<file path="src/rtl/seq_chunk_adder.sv">
// seq_chunk_adder: multi-cycle ripple adder that processes CHUNK bits per clock.
// The carry is held in a register between chunks. Operands come in and results go out
// through valid/ready handshakes.
// Optional feature macro: APPROX_LSB_EN. When it is defined, the lowest APX_BITS bits
// use an OR-based approximate add with no carry chain. When it is undefined, the
// addition is exact and APX_BITS has no effect.
// WIDTH must be a multiple of CHUNK.

// Single-bit full adder cell used to build each chunk.
module seq_chunk_adder_fa (
  input  logic i_a,
  input  logic i_b,
  input  logic i_c,
  output logic o_s,
  output logic o_c
);
  assign o_s = i_a ^ i_b ^ i_c;
  assign o_c = (i_a & i_b) | (i_c & (i_a ^ i_b));
endmodule

module seq_chunk_adder #(
  parameter int WIDTH    = 16,
  parameter int CHUNK    = 4,
  parameter int APX_BITS = 4
) (
  input  logic             clk,
  input  logic             rst_n,
  input  logic             in_valid,
  output logic             in_ready,
  input  logic [WIDTH-1:0] a,
  input  logic [WIDTH-1:0] b,
  input  logic             cin,
  output logic             out_valid,
  input  logic             out_ready,
  output logic [WIDTH-1:0] sum,
  output logic             cout,
  output logic             busy
);

  localparam int NCH  = WIDTH / CHUNK;
  localparam int IDXW = (NCH > 1) ? $clog2(NCH) : 1;

`ifdef APPROX_LSB_EN
  localparam bit APX_ON = 1'b1;
`else
  localparam bit APX_ON = 1'b0;
`endif

  typedef enum logic [1:0] {
    S_IDLE = 2'd0,
    S_BUSY = 2'd1,
    S_DONE = 2'd2
  } state_t;

  state_t            r_state;
  state_t            w_state_next;
  logic [WIDTH-1:0]  r_a;
  logic [WIDTH-1:0]  r_b;
  logic [WIDTH-1:0]  r_sum;
  logic              r_carry;
  logic              r_cout;
  logic [IDXW-1:0]   r_idx;

  logic              w_accept;
  logic              w_last;
  logic [CHUNK-1:0]  w_ca;
  logic [CHUNK-1:0]  w_cb;
  logic [CHUNK-1:0]  w_cs;
  logic [CHUNK:0]    w_c;

  // Select the operand chunk for the current index. The carry register seeds the chain.
  assign w_ca     = r_a[r_idx*CHUNK +: CHUNK];
  assign w_cb     = r_b[r_idx*CHUNK +: CHUNK];
  assign w_c[0]   = r_carry;
  assign w_last   = (r_idx == IDXW'(NCH - 1));
  assign w_accept = in_valid & in_ready;

  // Chunk adder. Bits below the approximate boundary are chosen per bit (the global
  // bit position is used), so a chunk may straddle that boundary.
  genvar gi;
  generate
    for (gi = 0; gi < CHUNK; gi++) begin : g_bit
      logic [31:0] w_pos;
      logic        w_fs;
      logic        w_fc;
      logic        w_apx;
      logic        w_apx_top;

      assign w_pos = 32'(r_idx) * 32'(CHUNK) + 32'(gi);

      seq_chunk_adder_fa u_fa (
        .i_a (w_ca[gi]),
        .i_b (w_cb[gi]),
        .i_c (w_c[gi]),
        .o_s (w_fs),
        .o_c (w_fc)
      );

      // Approximate bits ignore the incoming carry. Only the top approximate bit
      // generates a carry into the exact region.
      assign w_apx     = APX_ON && (w_pos < 32'(APX_BITS));
      assign w_apx_top = (w_pos == (32'(APX_BITS) - 32'd1));
      assign w_cs[gi]  = w_apx ? (w_ca[gi] | w_cb[gi]) : w_fs;
      assign w_c[gi+1] = w_apx ? (w_apx_top & w_ca[gi] & w_cb[gi]) : w_fc;
    end
  endgenerate

  // State register. An asynchronous reset abandons any operation in flight.
  always_ff @(posedge clk or negedge rst_n) begin
    if (!rst_n) begin
      r_state <= S_IDLE;
    end else begin
      r_state <= w_state_next;
    end
  end

  // Next-state and handshake outputs. All outputs are decoded from the state alone.
  always_comb begin
    w_state_next = r_state;
    in_ready     = 1'b0;
    out_valid    = 1'b0;
    busy         = 1'b0;
    case (r_state)
      S_IDLE: begin
        in_ready = 1'b1;
        if (in_valid) w_state_next = S_BUSY;
      end
      S_BUSY: begin
        busy = 1'b1;
        if (w_last) w_state_next = S_DONE;
      end
      S_DONE: begin
        busy      = 1'b1;
        out_valid = 1'b1;
        if (out_ready) w_state_next = S_IDLE;
      end
      default: w_state_next = S_IDLE;
    endcase
  end

  // Datapath: latch operands and clear the result at accept, then write one chunk per BUSY cycle.
  always_ff @(posedge clk or negedge rst_n) begin
    if (!rst_n) begin
      r_a     <= '0;
      r_b     <= '0;
      r_sum   <= '0;
      r_carry <= 1'b0;
      r_cout  <= 1'b0;
      r_idx   <= '0;
    end else if (w_accept) begin
      r_a     <= a;
      r_b     <= b;
      r_sum   <= '0;
      r_carry <= cin;
      r_cout  <= 1'b0;
      r_idx   <= '0;
    end else if (r_state == S_BUSY) begin
      r_sum[r_idx*CHUNK +: CHUNK] <= w_cs;
      r_carry                     <= w_c[CHUNK];
      r_idx                       <= r_idx + IDXW'(1);
      if (w_last) r_cout <= w_c[CHUNK];
    end
  end

  assign sum  = r_sum;
  assign cout = r_cout;

endmodule

</file>
<file path="config.mk">
export PLATFORM = sky130hd
export DESIGN_NAME = seq_chunk_adder
export DESIGN_NICKNAME = d
export VERILOG_FILES = /design/src/rtl/seq_chunk_adder.sv
export SDC_FILE = /design/constraint.sdc
export NUM_CORES = 1
export LEC_CHECK = 0
export BUFFER_PORTS_ARGS = -buffer_cell sky130_fd_sc_hd__buf_2
export CAP_MARGIN = 20
export CORE_MARGIN = 2
export CORE_UTILIZATION = 45
export DETAILED_ROUTE_END_ITERATION = 10
export GPL_TIMING_DRIVEN = 0
export PLACE_DENSITY = 0.69
export REMOVE_ABC_BUFFERS = 1
export SLEW_MARGIN = 20
export SYNTH_ARGS = -nofsm -noshare
export SYNTH_HDL_FRONTEND = slang
export SYNTH_SLANG_ARGS = --single-unit
</file>
<file path="constraint.sdc">
create_clock -name clk -period 4.9 [get_ports clk]
set_input_delay 0.49 -clock clk [delete_from_list [all_inputs] [get_ports clk]]
set_output_delay 0.49 -clock clk [all_outputs]
set_load 0.05 [all_outputs]
</file>
Word-level counts from Yosys, hierarchy flattened
Cells that the tools add are included.
Word-level totals
  output and inout bits: 20
  input bits: 37
  word-level logic and storage cells: 63
  bits in registers: 54
Cells by class
  shifts and indexed selects: 4
  equal/unequal tests: 6
  add/subtract/negate cells: 2
  reduce and logical (&&, ||, !) cells: 6
  bitwise operators: 21
  muxes and demuxes: 17
Operators with widths (number)
  $neg A4 Y34: 1
  $shift A4 B34 Y16 const A: 1
  $shiftx A4 B34 Y16: 1
  $mux W16: 2
  $shiftx A16 B5 Y4: 2
  $bwmux W16: 1
  $mux W2: 5
  $and A1 B1 Y1: 9
  $mux W1: 8
  $xor A1 B1 Y1: 8
  $ne A2 B2 Y1 const B: 3
  $pmux W2 S3: 1
  $eq A2 B2 Y1 const B: 2
  $or A1 B1 Y1: 4
  $reduce_bool A2 Y1: 2
  $reduce_and A3 Y1: 1
  $add A2 B1 Y2 const B: 1
  $eq A2 B1 Y1 const B: 1
  $logic_not A2 Y1: 1
  $reduce_and A2 Y1: 1
  $reduce_or A2 Y1: 1

Depth between registers and ports, before layout
Gate-level depths: netlist of run 1.
  word-level depth: 13
  gate-level depth with buffers: 12

Cells and area by module
A second synthesis of run 1 with hierarchy kept.
Unflattened totals
  cell total of the unflattened synthesis: 255
  area, all modules: 2618.8 sq um
By module, submodules not included
  seq_chunk_adder: area each 2538.7 sq um, cells each 251, instances 1
  seq_chunk_adder_fa: area each 20.0 sq um, cells each 1, instances 4

Worst setup path after synthesis of run 1
No wires, ideal clock.
  kind: reg2reg
  from: register r_idx[0]
  to: register r_sum[11], in the netlist sum[11]
  stages on the path, launching flop included: 12
  slack: 2.031 ns
  path buffers: 1
  library setup time: 0.121 ns
  data arrival time: 2.748 ns
  cell sequence: dfrtp_1 -> buf_2 -> mux4_2 -> inv_1 -> fa_1 -> inv_1 -> fa_1 -> inv_1 -> fa_1 -> inv_1 -> fa_1 -> a22o_1
On the way
  word-level cells in the longest chain between the ends: 13
Ends and longest elaborated chain
  start, declared: line 62  | logic [IDXW-1:0] r_idx;
  start signal, assigned: line 160  | r_idx <= r_idx + IDXW'(1);
  $shiftx A16 B5 Y4 (on tied branches): line 72, 73
  $xor A1 B1 Y1: line 17, 18
  $and A1 B1 Y1: line 18  | assign o_c = (i_a & i_b) | (i_c & (i_a ^ i_b));
  $or A1 B1 Y1: line 18
  $and A1 B1 Y1: line 18
  $or A1 B1 Y1: line 18
  $and A1 B1 Y1: line 18
  $or A1 B1 Y1: line 18
  $xor A1 B1 Y1: line 17  | assign o_s = i_a ^ i_b ^ i_c;
  $shiftx A4 B34 Y16: line 158  | r_sum[r_idx*CHUNK +: CHUNK] <= w_cs;
  $bwmux W16 (*): line 158
  $mux W16 (*): line 157  | end else if (r_state == S_BUSY) begin
  $mux W16 (*): line 150  | end else if (w_accept) begin
  end signal, assigned by index: line 158
  end, declared: line 59  | logic [WIDTH-1:0] r_sum;
Mark *: on every way between the ends. The rest lies on a longest branch, timed or not. The select of a mux whose other input is x is not followed.
A chain may end at the register's enable or synchronous reset.

Worst setup path in the final report of run 1
  from: register r_idx[0]
  to: register r_sum[7], in the netlist sum[7]
The elaborated chain is that of the path after synthesis.

==> impl_results.md, run 1 <==
- Drt wl/cell: 15.5 µm
- Clk pwr share: 15.6%
- Fillers: 484
- Core Area: 5610 µm²
- Initial drt markers: a little over 70
- Commonest non-fill, non-tap cell in the layout: buf_2
- Sw Ratio: 39.3%
- Post-layout net count: a little under 300
- Mapped Area: roughly 2700 µm²
- CP Buf/Inv Count: 4
- Worst r2r path cells: 11
- Cell family with most CP delay: adder cells
- Logic pwr share: between 50% and 60%
- Initial antenna violation count: 0
- Total wire length: 4890 µm
- Row cnt: 27
- Final min period: 3280 ps
- Final Cell Area: about 3100 µm²
- Layout cell share with drive strength beyond 1: 43.9%
- Synth warnings: 0
- Starting Density: 47.4%
- Switch Pwr: 914 µW
- Setup bufs post-CTS: 0
- Achievable Freq: 305 MHz
- Critical path's slowest cell: dfrtp_1
- First-pass GRT wire length: 8210 µm
- Die area: roughly 6500 µm²
- Diode count: 0
- Setup TNS Final: 0 ps
- Post-cts hold buffer count: 0
- P_leak: approximately 1.5 nW
- Flip-flop and latch count after synthesis: 54
- Maximum vdd drop: 0.306 mV
- Clock transition at path regs: about 100 ps
- Clk buf depth: 2
- IO buf count: 56
- CP arrival: 3490 ps
- GP Congestion: 0.769
- Gate Count Post-Synth: 188
- Number of instances in the placed design: roughly 310
- Non-filler cells, final: roughly 320
- Crit Path Category: reg2reg
- Largest net degree at the start of global routing: 55
- Hpwl dp: 3560 µm
- Gr usage total: 16.7%
- Internal power: about 1.4 mW
- Worst Slack Setup Final: 1620 ps
- DRT Pass-1 Iters: 6
- Final period util: 66.9%
- Final ANT Viol Nets: 0
- Area Overhead vs Synth: 17.3%
- Avg Inst Size Synth: approximately 14 µm²
- Worst Hold Class: in2async
- Skew final: a little under 10 ps
- Via count: between 1500 and 2000
- Power Dens Cells: 745 nW/µm²
- Outcome: finished, final reports clean
- CTS tree: yes
- # clock sinks: 54
- # resized after CTS: 0
- Share of power burned in registers: between 30% and 40%
- Vias per cell: 5.09
- Final Max Tran Viols: 0
- Pre-CTS WS: about 1600 ps
- Vias in the first global route: 1715
- Grt total ovfl: 0
- Cell variety after synth: 30
- Crit Path Max Fanout: 14
- Unrepaired setup endpoints after global routing: no
- Slew headroom: a little over half
- Io pins: 57
- Die width: 80.9 µm
- Worst EP required: 5110 ps
- Worst-Margin Slew: 695 ps
- DIE HEIGHT: approximately 80 µm
- Worst-path cell chain: mux4_2, inv_1, fa_1, inv_1, fa_1, inv_1, fa_1, inv_1, fa_1, nand2b_1, o21ai_0
- WP depth: 11
- Startpoint types: flop
- Setup crit end kind: flop
- Placed instance area: 2980 µm²
- Number of buffers created by CTS: 5
- Worst-Skew Late Latency: slightly above 300 ps
- Max Cap Viol: 0
- Final Setup Violations: 0
- CTS root buffer: clkbuf_8
- Final Hold Fails: 0
- Post-synthesis sequential area ratio: between 50 and 60%
- Max H-tree Level: 2
- Slowest stage delay, CP: 800 ps
- Commonest cells after routing, fill and taps aside: buf_2, dfrtp_1, mux2_4, inv_1, nand2_1
- # DRC: 0
-- Yosys cell counts --
library cell,number,share of area [%]
dfrtp_1,54,51
mux2_4,27,15
inv_1,14,2.0
nand2_1,13,1.8
mux4_2,8,6.8
o21ai_0,8,1.5
ha_1,7,3.3
a22o_1,6,2.0
buf_6,5,2.1
mux2_2,5,2.1
a22oi_1,4,1.1
fa_1,4,3.0
a21oi_1,3,0.56
nand4_1,3,0.71
nor2_1,3,0.42
nor2b_1,3,0.71
and4_1,2,0.66
buf_2,2,0.38
mux2_1,2,0.85
mux2i_1,2,0.75
nand2b_1,2,0.47
nand3_1,2,0.38
o31ai_1,2,0.56
a222oi_1,1,0.38
and2_1,1,0.24
and3_1,1,0.24
buf_4,1,0.28
clkbuf_1,1,0.14
inv_2,1,0.14
xnor2_1,1,0.33
-- final cells by class --
class	instances	area, µm²	share of cell area, %
sequential	54	1350	43.3
clock inverter	2	60.1	1.93
tap	72	90.1	2.89
multi-input combinational	110	1170	37.7
inverter	15	56.3	1.81
clock buffer	6	82.6	2.65
timing repair buffer	57	303	9.71
-- flip-flops by register name, summed over array words and instances, names as in the netlist --
name	count
sum	16
cout	1
r_idx	2
r_b	16
r_state	2
r_carry	1
r_a	16
-- worst paths after layout --
check                           startpoint  endpoint  slack, ps
worst min register to register      sum[0]    sum[0]        490
worst max register to register    r_idx[0]    sum[7]       1620
min in group clk                      b[0]    r_b[0]        410
worst max-delay path              r_idx[0]    sum[7]       1620
worst min-delay path                 rst_n    sum[5]        210
max in group asynchronous            rst_n   sum[12]       4240
-- power groups by stage --
stage | logic [mW] | registers, mW | clock network [mW]
after floorplan | 0.852 | 0.826 | 0
after global placement | 1.20 | 0.768 | 0
after detailed placement | 1.21 | 0.775 | 0
after CTS | 1.22 | 0.770 | 0.370
after global routing | 1.30 | 0.797 | 0.388
final | 1.19 | 0.767 | 0.362
-- per-stage QoR --
stage | hold slack [ps] | util [%] | power (mW)
4_1_cts | 232 | 55.6 | 2.36
2_1_floorplan | 194 | - | 1.68
3_3_place_gp | 457 | 52.6 | 1.97
3_5_place_dp | 472 | 53.1 | 1.99
5_1_grt | 264 | 55.6 | 2.48
6_report | 213 | 55.6 | 2.32
-- metal layers --
layer | GRT usage, % | vias to the layer above | wire length (µm) | share of wire, %
li1 | - | 776 | - | -
met1 | 21.5 | 787 | 2260 | 46
met2 | 28.2 | 40 | 2350 | 48
met3 | 3.78 | 6 | 212 | 4.3
met4 | 5.08 | 0 | 68 | 1.4
met5 | 0 | - | 0 | 0
-- cell families after synthesis --
| logic type | Yosys count | synth area share, % |
|---|---|---|
| mux | 44 | 25.7 |
| buf+inv | 24 | 5.03 |
| fa+ha+maj | 11 | 6.31 |
| flops | 54 | 50.8 |
| xor+xnor | 1 | 0.329 |
| simple gates | 30 | 5.65 |
| compound gates | 24 | 6.12 |
(Power assumes the default switching activity.)
==> inputs of run 2 (changes only) <==
Clock period 4.9 ns to 3.35 ns, I/O delays scaled along.
==> run 2 against run 1 <==
Sequential share of layout area about the same. First-iteration DRC count unchanged. Critical path type unchanged. Final cell count unchanged.
==> impl_results.md, run 2 (same netlist as run 1, synthesis figures left out) <==
- Internal power: 2.06 mW (+46%)
- Area Overhead vs Synth: 17.3% (about the same)
- IO buf count: 56 (unchanged)
- Diode count: 0 (unchanged)
- Via count: 1609 (unchanged)
- DRT Pass-1 Iters: 6 (unchanged)
- Final Max Tran Viols: 0 (unchanged)
- Worst Slack Setup Final: 293 ps (-1330 ps)
- Setup TNS Final: 0 ps (unchanged)
- Final Hold Fails: 0 (unchanged)
- Switch Pwr: 1.34 mW (+46%)
- Vias in the first global route: 1715 (unchanged)
- Commonest cells after routing, fill and taps aside: buf_2, dfrtp_1, mux2_4, inv_1, nand2_1
- Initial drt markers: 72 (unchanged)
- Outcome: finished, final reports clean
- Number of buffers created by CTS: 5 (unchanged)
- Largest net degree at the start of global routing: 55 (unchanged)
- # resized after CTS: 0 (unchanged)
- Maximum vdd drop: 0.447 mV (+46%)
- DIE HEIGHT: 80.9 µm (unchanged)
- R2R Path Start: r_idx[0]
- Unrepaired setup endpoints after global routing: no
- Io pins: 57 (unchanged)
- Starting Density: 47.4% (unchanged)
- Share of power burned in registers: 33.0% (about the same)
- GP Congestion: 0.769 (unchanged)
- Worst Hold Class: in2async
- Hpwl dp: 3560 µm (unchanged)
- Final period util: 91.2% (+24 points)
- Setup crit end kind: flop
- R2R setup slack: 290 ps (-1330 ps)
- Post-cts hold buffer count: 0 (unchanged)
- Final hold slack: 57.8 ps (-155 ps)
- CTS root buffer: clkbuf_8
- Worst-Skew Late Latency: 310 ps (about the same)
- Final min period: 3060 ps (-219 ps)
- Skew final: 9.66 ps (unchanged)
- Commonest non-fill, non-tap cell in the layout: buf_2
- Non-filler cells, final: 316 (unchanged)
- # clock sinks: 54 (unchanged)
- Max Cap Viol: 0 (unchanged)
- Reg area: 1350 µm² (about the same)
- Achievable Freq: 327 MHz (+7.2%)
- Final Setup Violations: 0 (unchanged)
- Crit Path Max Fanout: 14 (unchanged)
- Total wire length: 4890 µm (unchanged)
- First-pass GRT wire length: 8210 µm (unchanged)
- Die area: 6540 µm² (unchanged)
- Worst r2r path cells: 11 (unchanged)
- Placed instance area: 2980 µm² (unchanged)
- Fillers: 484 (unchanged)
- CTS tree: yes
- Layout Utilization: 55.6% (about the same)
- Setup bufs post-CTS: 0 (unchanged)
- Die width: 80.9 µm (unchanged)
- Core Area: 5610 µm² (unchanged)
- Max H-tree Level: 2 (unchanged)
- Final ANT Viol Nets: 0 (unchanged)
- # DRC: 0 (unchanged)
- Sw Ratio: 39.3% (about the same)
- Reg-to-Reg End: sum[7]
- Clock transition at path regs: 100 ps (about the same)
- Slew headroom: 55.2% (+1.5 points)
- Slowest stage delay, CP: 610 ps (-190 ps)
- Multi-input logic area: 1170 µm² (unchanged)
- Clk buf depth: 2 (unchanged)
- Critical path's slowest cell: dfrtp_2
- Grt total ovfl: 0 (unchanged)
- Logic pwr share: 51.4% (about the same)
- Startpoint types: flop
- Crit Path Category: reg2reg
- Power Dens Cells: 1090 nW/µm² (+46%)
- Initial antenna violation count: 0 (unchanged)
- Worst-path cell chain: mux4_2, inv_1, fa_1, inv_1, fa_1, inv_1, fa_1, inv_1, fa_1, nand2b_1, o21ai_0
- Worst EP required: 3560 ps (-1550 ps)
- Worst Setup SP: r_idx[0]
- CP arrival: 3270 ps (-220 ps)
- Pre-CTS WS: 26.8 ps (-1550 ps)
- Drt wl/cell: 15.5 µm (unchanged)
- Layout cell share with drive strength beyond 1: 44.3% (+0.41 points)
- Gr usage total: 16.7% (unchanged)
- Post-layout net count: 291 (unchanged)
- Vias per cell: 5.09 (unchanged)
- Number of instances in the placed design: 308 (unchanged)
- Row cnt: 27 (unchanged)
- Final Cell Area: 3120 µm² (about the same)
- Worst-Margin Slew: 672 ps (-23.0 ps)
- P_leak: 1.53 nW (about the same)
- Clk pwr share: 15.6% (about the same)
- Final Power: 3.40 mW (+46%)
[run 2: changes by cell type in the layout (fill, tap and decap cells not counted)]
cell     previous run  this run
dfrtp_1            54        53
dfrtp_2             0         1
[run 2: worst max-delay path by stage]
stage | end | slack [ps] | depth (start not counted)
after floorplan | sum[11] | 430 | 10
after global placement | sum[11] | 80 | 10
after detailed placement | sum[7] | 30 | 11
after CTS | sum[7] | 6 | 11
after global routing | sum[7] | 70 | 11
final | sum[7] | 290 | 11
[run 2: per-layer routing]
layer  GRT usage (%)  vias up  wire length (µm)
met5               0        -                 0
met4            5.08        0                68
met3            3.78        6               212
met2            28.2       40              2350
met1            21.5      787              2260
li1                -      776                 -
[run 2: power by group through the flow]
stage	clock network, mW	logic, mW	registers [mW]
after floorplan	0	1.25	1.21
after global placement	0	1.76	1.12
after detailed placement	0	1.78	1.13
after CTS	0.541	1.78	1.13
after global routing	0.567	1.90	1.17
final	0.530	1.75	1.12
[run 2: critical path, delay by kind of cell (launching register included)]
family,cells,cell delay [ps]
fa+ha+maj,4,1290
flops,1,610
mux,1,550
buf+inv,4,270
compound gates,1,170
simple gates,1,70
[run 2: cell type report]
cell class / count / area share (%)
Tap cell: 72 / 2.89
Timing Repair Buffer: 57 / 9.71
Multi-Input combinational cell: 110 / 37.7
Inverter: 15 / 1.81
Sequential cell: 54 / 43.4
Clock inverter: 2 / 1.93
Clock buffer: 6 / 2.65
